===== src/rtl/calc_pkg.sv =====
// -----------------------------------------------------------------------------
// calc_pkg
// Shared definitions for the health-calculation execution controller:
//   - state_t      : controller FSM states
//   - BMI_SCALE    : dividend scale for the integer BMI quotient
//   - BMR_*        : Mifflin-St Jeor style BMR coefficients and offsets
//   - bmr_calc()   : one-step BMR arithmetic, 32-bit two's complement result
// -----------------------------------------------------------------------------
package calc_pkg;

  typedef enum logic [2:0] {
    IDLE = 3'd0,
    SQ   = 3'd1,
    DIV  = 3'd2,
    BMR  = 3'd3,
    WB   = 3'd4
  } state_t;

  localparam int unsigned BMI_SCALE = 10000;

  localparam int BMR_W_COEF     = 10;
  localparam int BMR_H_COEF     = 25;
  localparam int BMR_H_SHIFT    = 2;
  localparam int BMR_AGE_COEF   = 5;
  localparam int BMR_MALE_OFS   = 5;
  localparam int BMR_FEMALE_OFS = -161;

  // 10*w + ((25*h)>>2) - 5*age + ofs. Computed modulo 2^32, so the returned
  // bit pattern is the signed two's complement result; operands are
  // zero-extended measurements, so no intermediate overflows.
  function automatic logic [31:0] bmr_calc(input logic [31:0] w,
                                           input logic [31:0] h,
                                           input logic        male,
                                           input logic [5:0]  age);
    logic [31:0] pos;
    logic [31:0] neg;
    logic [31:0] ofs;
    pos = w * 32'(BMR_W_COEF) + ((h * 32'(BMR_H_COEF)) >> BMR_H_SHIFT);
    neg = {26'd0, age} * 32'(BMR_AGE_COEF);
    ofs = male ? 32'(BMR_MALE_OFS) : 32'(BMR_FEMALE_OFS);
    return pos - neg + ofs;
  endfunction

endpackage


===== src/rtl/calc_exec_ctrl_if.sv =====
// -----------------------------------------------------------------------------
// calc_exec_ctrl_if
// Instruction and result handshakes of the calc execution controller.
//   Instruction side : in_valid/in_ready, is_set_height, is_set_weight,
//                      is_calc_bmi, is_calc_bmr, funct7, rs1_data, rd
//   Result side      : res_valid/res_ready, res_rd, res_data, res_err
//   Status           : busy
// master = decode/writeback side, slave = the controller.
// -----------------------------------------------------------------------------
interface calc_exec_ctrl_if #(
  parameter int DATA_W = 32
);
  logic              in_valid;
  logic              in_ready;
  logic              is_set_height;
  logic              is_set_weight;
  logic              is_calc_bmi;
  logic              is_calc_bmr;
  logic [6:0]        funct7;
  logic [DATA_W-1:0] rs1_data;
  logic [4:0]        rd;

  logic              res_valid;
  logic              res_ready;
  logic [4:0]        res_rd;
  logic [DATA_W-1:0] res_data;
  logic              res_err;

  logic              busy;

  modport master (
    output in_valid, is_set_height, is_set_weight, is_calc_bmi, is_calc_bmr,
    output funct7, rs1_data, rd, res_ready,
    input  in_ready, res_valid, res_rd, res_data, res_err, busy
  );

  modport slave (
    input  in_valid, is_set_height, is_set_weight, is_calc_bmi, is_calc_bmr,
    input  funct7, rs1_data, rd, res_ready,
    output in_ready, res_valid, res_rd, res_data, res_err, busy
  );
endinterface


===== src/rtl/calc_exec_ctrl_div.sv =====
// -----------------------------------------------------------------------------
// calc_div_seq
// Unsigned restoring divider, one quotient bit per cycle.
//   clk, rst     : clock, asynchronous active-high reset
//   i_start      : 1-cycle pulse, captures i_dividend / i_divisor
//   i_dividend   : W-bit dividend
//   i_divisor    : W-bit divisor (must be non-zero)
//   o_done       : 1-cycle pulse, W cycles after i_start
//   o_quotient   : valid while o_done is high
// o_quotient is the combinational result of the final iteration, so the
// caller can register it on the same edge the divider retires.
// -----------------------------------------------------------------------------
module calc_div_seq #(
  parameter int W = 32
) (
  input  logic         clk,
  input  logic         rst,
  input  logic         i_start,
  input  logic [W-1:0] i_dividend,
  input  logic [W-1:0] i_divisor,
  output logic         o_done,
  output logic [W-1:0] o_quotient
);

  localparam int CNT_W = $clog2(W + 1);

  logic [W-1:0]     r_rem;
  logic [W-1:0]     r_quo;
  logic [W-1:0]     r_div;
  logic [CNT_W-1:0] r_cnt;

  logic [W:0]       w_rem_shift;
  logic [W:0]       w_diff;
  logic             w_fit;
  logic [W-1:0]     w_rem_nxt;
  logic [W-1:0]     w_quo_nxt;

  // Shift the next dividend bit into the partial remainder and try the
  // subtraction; bit W of the difference is the borrow (did not fit).
  always_comb begin
    w_rem_shift = {r_rem, r_quo[W-1]};
    w_diff      = w_rem_shift - {1'b0, r_div};
    w_fit       = ~w_diff[W];
    w_rem_nxt   = w_fit ? w_diff[W-1:0] : w_rem_shift[W-1:0];
    w_quo_nxt   = {r_quo[W-2:0], w_fit};
  end

  // NOTE: sequential state uses non-blocking (<=) so every register samples
  // the pre-edge values of the others, independent of statement order.
  always_ff @(posedge clk or posedge rst) begin
    if (rst) begin
      r_rem <= '0;
      r_quo <= '0;
      r_div <= '0;
      r_cnt <= '0;
    end else if (i_start) begin
      r_rem <= '0;
      r_quo <= i_dividend;
      r_div <= i_divisor;
      r_cnt <= CNT_W'(W);
    end else if (r_cnt != '0) begin
      r_rem <= w_rem_nxt;
      r_quo <= w_quo_nxt;
      r_cnt <= r_cnt - 1'b1;
    end
  end

  assign o_done     = (r_cnt == CNT_W'(1));
  assign o_quotient = w_quo_nxt;

endmodule


===== src/rtl/calc_exec_ctrl.sv =====
// -----------------------------------------------------------------------------
// calc_exec_ctrl
// Execution controller for the custom health-calculation instructions.
//   clk  : clock, rising edge
//   rst  : asynchronous active-high reset
//   bus  : calc_exec_ctrl_if.slave
//          - decoded instruction in (in_valid/in_ready, flags, funct7,
//            rs1_data, rd)
//          - one result per calc instruction out (res_valid/res_ready,
//            res_rd, res_data, res_err), busy = not IDLE
// set_height / set_weight complete in IDLE at the accept edge. calc_bmi
// squares the height, scales the weight and runs the shared iterative
// divider; calc_bmr is a single arithmetic step. Results wait in WB until
// writeback takes them.
// -----------------------------------------------------------------------------
module calc_exec_ctrl
  import calc_pkg::*;
#(
  parameter int DATA_W = 32,
  parameter int MEAS_W = 16
) (
  input  logic             clk,
  input  logic             rst,
  calc_exec_ctrl_if.slave  bus
);

  state_t            r_state;
  state_t            w_state_nxt;

  logic [MEAS_W-1:0] r_height;
  logic [MEAS_W-1:0] r_weight;
  logic [4:0]        r_rd;
  logic [6:0]        r_funct7;
  logic [DATA_W-1:0] r_res_data;
  logic              r_res_err;

  logic              w_accept;
  logic              w_height_zero;
  logic [DATA_W-1:0] w_h_ext;
  logic [DATA_W-1:0] w_w_ext;
  logic [DATA_W-1:0] w_divisor;
  logic [DATA_W-1:0] w_dividend;
  logic [DATA_W-1:0] w_bmr;
  logic              w_div_start;
  logic              w_div_done;
  logic [DATA_W-1:0] w_div_quo;
  logic              w_unused_rs1;

  // Only the low MEAS_W bits of rs1 carry a measurement.
  assign w_unused_rs1 = ^bus.rs1_data[DATA_W-1:MEAS_W];

  assign w_accept      = bus.in_valid && (r_state == IDLE);
  assign w_height_zero = (r_height == '0);
  assign w_h_ext       = {{(DATA_W-MEAS_W){1'b0}}, r_height};
  assign w_w_ext       = {{(DATA_W-MEAS_W){1'b0}}, r_weight};
  assign w_divisor     = w_h_ext * w_h_ext;
  assign w_dividend    = w_w_ext * DATA_W'(BMI_SCALE);
  assign w_bmr         = bmr_calc(w_w_ext, w_h_ext, r_funct7[6], r_funct7[5:0]);

  calc_div_seq #(
    .W (DATA_W)
  ) u_div (
    .clk        (clk),
    .rst        (rst),
    .i_start    (w_div_start),
    .i_dividend (w_dividend),
    .i_divisor  (w_divisor),
    .o_done     (w_div_done),
    .o_quotient (w_div_quo)
  );

  // State register
  always_ff @(posedge clk or posedge rst) begin
    if (rst) r_state <= IDLE;
    else     r_state <= w_state_nxt;
  end

  // Next-state logic. Set flags outrank calc flags, so a set never leaves
  // IDLE; with no flag high the instruction is swallowed as a NOP.
  always_comb begin
    // NOTE: default assignment first so no path leaves the signal unassigned,
    // which would otherwise infer a latch.
    w_state_nxt = r_state;
    unique case (r_state)
      IDLE: begin
        if (bus.in_valid && !bus.is_set_height && !bus.is_set_weight) begin
          if (bus.is_calc_bmi)      w_state_nxt = SQ;
          else if (bus.is_calc_bmr) w_state_nxt = BMR;
        end
      end
      SQ:      w_state_nxt = w_height_zero ? WB : DIV;
      DIV:     if (w_div_done) w_state_nxt = WB;
      BMR:     w_state_nxt = WB;
      WB:      if (bus.res_ready) w_state_nxt = IDLE;
      default: w_state_nxt = IDLE;
    endcase
  end

  // Output logic
  always_comb begin
    bus.in_ready  = (r_state == IDLE);
    bus.busy      = (r_state != IDLE);
    bus.res_valid = (r_state == WB);
    w_div_start   = (r_state == SQ) && !w_height_zero;
  end

  assign bus.res_rd   = r_rd;
  assign bus.res_data = r_res_data;
  assign bus.res_err  = r_res_err;

  // Measurement registers, calc context and result registers. Sets are only
  // accepted in IDLE, so height/weight cannot change under a running calc,
  // and rd/funct7 stay put until the result has been handed off.
  always_ff @(posedge clk or posedge rst) begin
    if (rst) begin
      r_height   <= '0;
      r_weight   <= '0;
      r_rd       <= '0;
      r_funct7   <= '0;
      r_res_data <= '0;
      r_res_err  <= 1'b0;
    end else begin
      if (w_accept) begin
        if (bus.is_set_height) begin
          r_height <= bus.rs1_data[MEAS_W-1:0];
        end else if (bus.is_set_weight) begin
          r_weight <= bus.rs1_data[MEAS_W-1:0];
        end else if (bus.is_calc_bmi || bus.is_calc_bmr) begin
          r_rd     <= bus.rd;
          r_funct7 <= bus.funct7;
        end
      end

      case (r_state)
        SQ: begin
          if (w_height_zero) begin
            r_res_data <= '0;
            r_res_err  <= 1'b1;
          end
        end
        DIV: begin
          if (w_div_done) begin
            r_res_data <= w_div_quo;
            r_res_err  <= 1'b0;
          end
        end
        BMR: begin
          r_res_data <= w_bmr;
          r_res_err  <= 1'b0;
        end
        default: ;
      endcase
    end
  end

endmodule


===== src/flat_wrapper.sv =====
// flat-port wrapper written by rule: the top's interface ports become plain ports
module calc_exec_ctrl_flat import calc_pkg::*;
#(
  parameter int DATA_W = 32,
  parameter int MEAS_W = 16
)
  (clk, rst, bus_in_valid, bus_is_set_height, bus_is_set_weight, bus_is_calc_bmi, bus_is_calc_bmr, bus_funct7, bus_rs1_data, bus_rd, bus_res_ready, bus_in_ready, bus_res_valid, bus_res_rd, bus_res_data, bus_res_err, bus_busy);
  calc_exec_ctrl_if #(.DATA_W(DATA_W)) bus_i ();
  input  logic clk;
  input  logic rst;
  input wire logic [$bits(bus_i.in_valid)-1:0] bus_in_valid;
  input wire logic [$bits(bus_i.is_set_height)-1:0] bus_is_set_height;
  input wire logic [$bits(bus_i.is_set_weight)-1:0] bus_is_set_weight;
  input wire logic [$bits(bus_i.is_calc_bmi)-1:0] bus_is_calc_bmi;
  input wire logic [$bits(bus_i.is_calc_bmr)-1:0] bus_is_calc_bmr;
  input wire logic [$bits(bus_i.funct7)-1:0] bus_funct7;
  input wire logic [$bits(bus_i.rs1_data)-1:0] bus_rs1_data;
  input wire logic [$bits(bus_i.rd)-1:0] bus_rd;
  input wire logic [$bits(bus_i.res_ready)-1:0] bus_res_ready;
  output wire logic [$bits(bus_i.in_ready)-1:0] bus_in_ready;
  output wire logic [$bits(bus_i.res_valid)-1:0] bus_res_valid;
  output wire logic [$bits(bus_i.res_rd)-1:0] bus_res_rd;
  output wire logic [$bits(bus_i.res_data)-1:0] bus_res_data;
  output wire logic [$bits(bus_i.res_err)-1:0] bus_res_err;
  output wire logic [$bits(bus_i.busy)-1:0] bus_busy;
  assign bus_i.in_valid = bus_in_valid;
  assign bus_i.is_set_height = bus_is_set_height;
  assign bus_i.is_set_weight = bus_is_set_weight;
  assign bus_i.is_calc_bmi = bus_is_calc_bmi;
  assign bus_i.is_calc_bmr = bus_is_calc_bmr;
  assign bus_i.funct7 = bus_funct7;
  assign bus_i.rs1_data = bus_rs1_data;
  assign bus_i.rd = bus_rd;
  assign bus_i.res_ready = bus_res_ready;
  assign bus_in_ready = bus_i.in_ready;
  assign bus_res_valid = bus_i.res_valid;
  assign bus_res_rd = bus_i.res_rd;
  assign bus_res_data = bus_i.res_data;
  assign bus_res_err = bus_i.res_err;
  assign bus_busy = bus_i.busy;
  calc_exec_ctrl #(.DATA_W(DATA_W), .MEAS_W(MEAS_W)) u_core (.clk(clk), .rst(rst), .bus(bus_i));
endmodule

===== config.mk =====
export PLATFORM = sky130hd
export DESIGN_NAME = calc_exec_ctrl_flat
export DESIGN_NICKNAME = d
export VERILOG_FILES = /design/src/rtl/calc_pkg.sv /design/src/rtl/calc_exec_ctrl_if.sv /design/src/rtl/calc_exec_ctrl_div.sv /design/src/rtl/calc_exec_ctrl.sv /design/src/flat_wrapper.sv
export SDC_FILE = /design/constraint.sdc
export NUM_CORES = 1
export LEC_CHECK = 0
export ABC_AREA = 1
export CORE_UTILIZATION = 30
export CTS_CLUSTER_DIAMETER = 80
export CTS_CLUSTER_SIZE = 8
export DETAILED_ROUTE_END_ITERATION = 7
export PLACE_DENSITY = 0.47
export SETUP_SLACK_MARGIN = 0.5
export SLEW_MARGIN = 10
export SYNTH_ARGS = -nofsm -noshare
export SYNTH_HDL_FRONTEND = slang
export SYNTH_SLANG_ARGS = --single-unit

===== constraint.sdc =====
create_clock -name clk -period 10.6 [get_ports clk]
set_input_delay 2.12 -clock clk [delete_from_list [all_inputs] [get_ports clk]]
set_output_delay 2.12 -clock clk [all_outputs]
set_load 0.05 [all_outputs]

==> flow_summary.ini, run 1 <==
[status]
outcome = complete, no violations

[setup_path]
cp-start-kind = flip-flop
end_kind = flip-flop
cpPeakStageDelay_ns = 0.84
cp_slowest_cell = dfrtp_1
arrival_ns = 7.48
cpLargestDelayFamily = adder cells
crit_buf_inv = 5
crit_type = reg -> reg
crit_fanout = 19
cp_data_required_time_ns = 10.94

[sta]
finalSetupViolCount = 0
drv_slew = 0
tns_ns = 0
finalCriticalPeriod_ns = 7.14
finClkSkew_ns = 0.0226
fmax_mhz = 140
relSlewSlack = 0.270
fin_crit_sh = 0.674
final-hold-violation-count = 0
grt_setup_unrepaired = false
whs_ns = 0.484
worst_pin_slew_ns = 1.09

[synth]
synth_fp_nets = 4135
synth_area_per_cell_um2 = 7.38
synth_top_flop_cell = dfrtp_1
synth-edff-count = 0
async_reset_ff_frac = 1.00
ys_types = 48
ys_ff_latch = 181
ys_seq_area_frac = 0.176
synth_area_mm2 = 0.0257
syn_inst = 3485
yosys_warnings = 0

[clock_network]
cts_buffers = 17
clk_pin_slew_ns = 0.08
cts.path.max_buffers = 2
cts_setup_buffers = 0
cts_tree = yes
cts_resized = 0
hold_buffers = 0
insertion_delay_ns = 0.50
htree_num_levels = 4
numClockSinks = 181
root_buffer = clkbuf_16

[grt]
gr-total-overflow = 0
grt_max_degree = 117
grt_pass1_wl_mm = 117
track_usage = 0.174
grt_pass1_vias = 20944
antenna_found_initial = 4

[drt]
drt_first_pass_iters = 7
drtAntennaViolNets = 0
totalWireLength_mm = 73.1
drc = 0
num_vias = 21188
drt_iter0_markers = 1255
via_per_inst = 4.52
wl_per_cell_um = 15.6

[layout]
diodes = 0
stdcell_count = 4683
final_cell_mix = 828 x inv_1, 827 x nand2_1, 358 x ha_1, 240 x fa_1, 193 x nor2_1
nFillCells = 9148
area_growth_pct = 10.3
nets = 4186
final_common_cell = inv_1
drive_gt1_frac = 0.0330

[hold_path]
min_path_type = reg -> reg

[place]
dp_hpwl_mm = 59.7
port_buffers = 76
dp_cells = 4651
gp_congestion = 0.883

[job]
cap_violations = 0

[die]
row_count = 106
die_h_um = 295
die_x_um = 295
core_area_mm2 = 0.0842
initial_core_util = 0.305
ios = 93
die_area_mm2 = 0.0869
## flip-flops by register name, summed over array words and instances, names as in the netlist
signal,flops
u_core.u_div.r_quo,32
u_core.bus.res_rd,5
u_core.r_weight,16
u_core.bus.res_data,32
u_core.u_div.r_rem,32
u_core.u_div.r_cnt,6
u_core.r_funct7,7
u_core.r_state,3
u_core.u_div.r_div,31
u_core.bus.res_err,1
u_core.r_height,16
## final timing paths
| path | from | endpoint | slack, ns | cells after the start |
|---|---|---|---|---|
| worst max-delay path | u_core.r_height[1]$_DFFE_PP0P_ | u_core.bus.res_data[25]$_DFFE_PP0P_ | 3.46 | 25 |
| worst max register to register | u_core.r_height[1]$_DFFE_PP0P_ | u_core.bus.res_data[25]$_DFFE_PP0P_ | 3.46 | 25 |
| worst min register to register | u_core.bus.res_rd[4]$_DFFE_PP0P_ | u_core.bus.res_rd[4]$_DFFE_PP0P_ | 0.48 | 2 |
| worst min-delay path | u_core.bus.res_rd[4]$_DFFE_PP0P_ | u_core.bus.res_rd[4]$_DFFE_PP0P_ | 0.48 | 2 |
| min in group asynchronous | rst | u_core.u_div.r_cnt[4]$_DFFE_PP0P_ | 2.16 | 2 |
| max in group asynchronous | rst | u_core.u_div.r_div[27]$_DFFE_PP0P_ | 7.00 | 3 |
## cell type report
| type | count | area (um2) | area share |
|---|---|---|---|
| multi-input cells | 2397 | 17700 | 0.624 |
| flip-flops and latches | 181 | 4530 | 0.160 |
| repair buffers | 99 | 933 | 0.0329 |
| clock inverters | 13 | 160 | 0.00565 |
| clock buffers | 19 | 453 | 0.0160 |
| well taps | 1134 | 1420 | 0.0500 |
| inverters | 840 | 3160 | 0.111 |
## tightest hold or removal path, delay by kind of cell (launching register included)
family           cells  cell delay, ns
flip-flops           1            0.35
AND/OR/NAND/NOR      2            0.10
## routing by layer
metal  vias to the layer above  routed length (um)  GRT usage
met5                         -                   0          0
met4                         0                1060     0.0352
met3                        41                2990     0.0263
met2                       327               31200      0.265
met1                      9958               37800      0.258
li1                      10862                   -          -
## stage by stage
stage                     worst slack [ns]  instance area, um2  utilization
after global placement                3.41               27800        0.330
after floorplan                       3.56               25700            -
after CTS                             3.36               28400        0.337
final                                 3.46               28400        0.337
after detailed placement              3.38               27800        0.330
after global routing                  2.92               28400        0.337
## cells by family after synthesis
family / after synthesis / share of synthesized area
compound gates: 403 / 0.0879
fa+ha+maj: 598 / 0.361
flops: 181 / 0.176
buf+inv: 907 / 0.135
simple gates: 1333 / 0.218
xor+xnor: 63 / 0.0215
## synth_stat cells, types with 2 or more instances
library cell	number	area, um2
nor2_2	5	31.3
inv_2	11	41.3
fa_1	240	4800
nor4_1	5	31.3
or2_2	7	43.8
clkbuf_1	42	158
dfrtp_1	181	4530
xnor2_1	29	254
and2_1	2	12.5
a21o_1	15	113
buf_1	3	11.3
buf_4	6	45.0
o21a_1	3	22.5
buf_6	3	33.8
nor3_2	2	20.0
xor2_1	34	298
nand4_1	29	181
nor2_1	193	724
o21bai_1	16	120
o22ai_1	18	113
nand2_2	20	125
nand3_1	184	921
a31oi_1	15	93.8
buf_2	13	65.1
nand3b_1	18	135
nand2_4	8	90.1
a21oi_1	172	861
inv_1	829	3110
nand3_2	2	20.0
o21ai_1	5	25.0
a21boi_0	7	52.6
o221ai_1	8	70.1
nand2_1	827	3100
a21oi_2	2	17.5
nor3_1	28	140
ha_1	358	4480
o21ai_0	128	641
o211ai_1	7	52.6
Power of run 1 is left out: the tool's default activity adds up to more than one toggle a clock period on the data nets, which glitch-free logic cannot reach.
==> inputs of run 2 (changes only) <==
==> constraint.sdc (replaced) <==
create_clock -name clk -period 7.2 [get_ports clk]
set_input_delay 1.44 -clock clk [delete_from_list [all_inputs] [get_ports clk]]
set_output_delay 1.44 -clock clk [all_outputs]
set_load 0.05 [all_outputs]
==> flow_summary.ini, run 2 (synthesis gave the netlist of run 1 again) <==
[grt]
antenna_found_initial = 3
grt_pass1_vias = 21449
grt_max_degree = 67
track_usage = 0.176
grt_pass1_wl_mm = 119
gr-total-overflow = 0

[clock_network]
cts_buffers = 17
htree_num_levels = 4
numClockSinks = 181
root_buffer = clkbuf_16
cts.path.max_buffers = 2
cts_tree = yes
hold_buffers = 0
clk_pin_slew_ns = 0.08
insertion_delay_ns = 0.50

[drt]
num_vias = 21435
drtAntennaViolNets = 0
drt_iter0_markers = 1216
via_per_inst = 4.56
wl_per_cell_um = 15.7
drt_first_pass_iters = 5
totalWireLength_mm = 73.6
drc = 0

[job]
cap_violations = 0

[place]
post-place-ws_ns = 0.656
port_buffers = 76
dp_hpwl_mm = 61.1
gp_congestion = 0.911

[sta]
fin_crit_sh = 0.871
drv_slew = 0
finClkSkew_ns = 0.0173
finalCriticalPeriod_ns = 6.27
setup_ws_ns = 0.926
grt_setup_unrepaired = false
fmax_mhz = 159
whs_ns = 0.483
relSlewSlack = 0.282
final-hold-violation-count = 0
tns_ns = 0
finalSetupViolCount = 0
worst_pin_slew_ns = 1.07

[setup_path]
cpPeakStageDelay_ns = 0.57
arrival_ns = 6.70
crit_fanout = 8
crit_type = reg -> reg
cp-start-kind = flip-flop
cp_slowest_cell = fa_1
reg2reg_slack_ns = 0.93
end_kind = flip-flop
cp_data_required_time_ns = 7.62

[layout]
drive_gt1_frac = 0.0376
final_common_cell = inv_1
final_cell_mix = 828 x inv_1, 827 x nand2_1, 358 x ha_1, 240 x fa_1, 193 x nor2_1
nets = 4202
area_growth_pct = 10.8

[die]
initial_core_util = 0.305
die_h_um = 295
core_area_mm2 = 0.0842
ios = 93
die_x_um = 295
die_area_mm2 = 0.0869
row_count = 106

[hold_path]
min_path_type = reg -> reg

[status]
outcome = complete, no violations
## run 2: stage by stage
stage / cell area [um2] / instances / utilization
3_5_place_dp: 27800 / 4663 / 0.331
2_1_floorplan: 25700 / 3485 / -
4_1_cts: 28400 / 4695 / 0.338
3_3_place_gp: 27800 / 4663 / 0.331
5_1_grt: 28500 / 4699 / 0.338
6_report: 28500 / 4700 / 0.338
## run 2: critical path, delay by kind of cell (launching register included)
kind            cells  cell delay, ns
fa+ha+maj          10            4.18
buf+inv             6            0.48
simple gates        8            0.84
flops               1            0.51
compound gates      1            0.21
## run 2: layer usage
metal	wire length, um	track usage
met1	37800	0.264
met2	31400	0.267
met3	3080	0.0207
met4	1300	0.0414
met5	0	0
## run 2: area by class of cell
type	count	area [um2]
flip-flops and latches	181	4530
well taps	1134	1420
diodes	1	2.50
inverters	840	3160
multi-input cells	2397	17700
clock inverters	14	171
repair buffers	115	1060
fillers	9168	55700
clock buffers	18	429
## run 2: path summary, 6_finish.rpt
check / depth (start not counted) / startpoint / to
max: 25 / u_core.r_height[1]$_DFFE_PP0P_ / u_core.bus.res_data[19]$_DFFE_PP0P_
min reg2reg: 2 / u_core.u_div.r_div[31]$_DFFE_PP0P_ / u_core.u_div.r_div[31]$_DFFE_PP0P_
max in group asynchronous: 3 / rst / u_core.u_div.r_div[24]$_DFFE_PP0P_
min: 2 / u_core.u_div.r_div[31]$_DFFE_PP0P_ / u_core.u_div.r_div[31]$_DFFE_PP0P_
max reg2reg: 25 / u_core.r_height[1]$_DFFE_PP0P_ / u_core.bus.res_data[19]$_DFFE_PP0P_
min in group asynchronous: 2 / rst / u_core.bus.res_data[25]$_DFFE_PP0P_
## run 2: timing repair
item                                   CTS  global route
setup endpoints to repair                0            23
endpoints found under the hold margin    0             0
setup buffers                            0             3
gates resized for setup                  0             4
Power of run 2 is left out for the same reason.
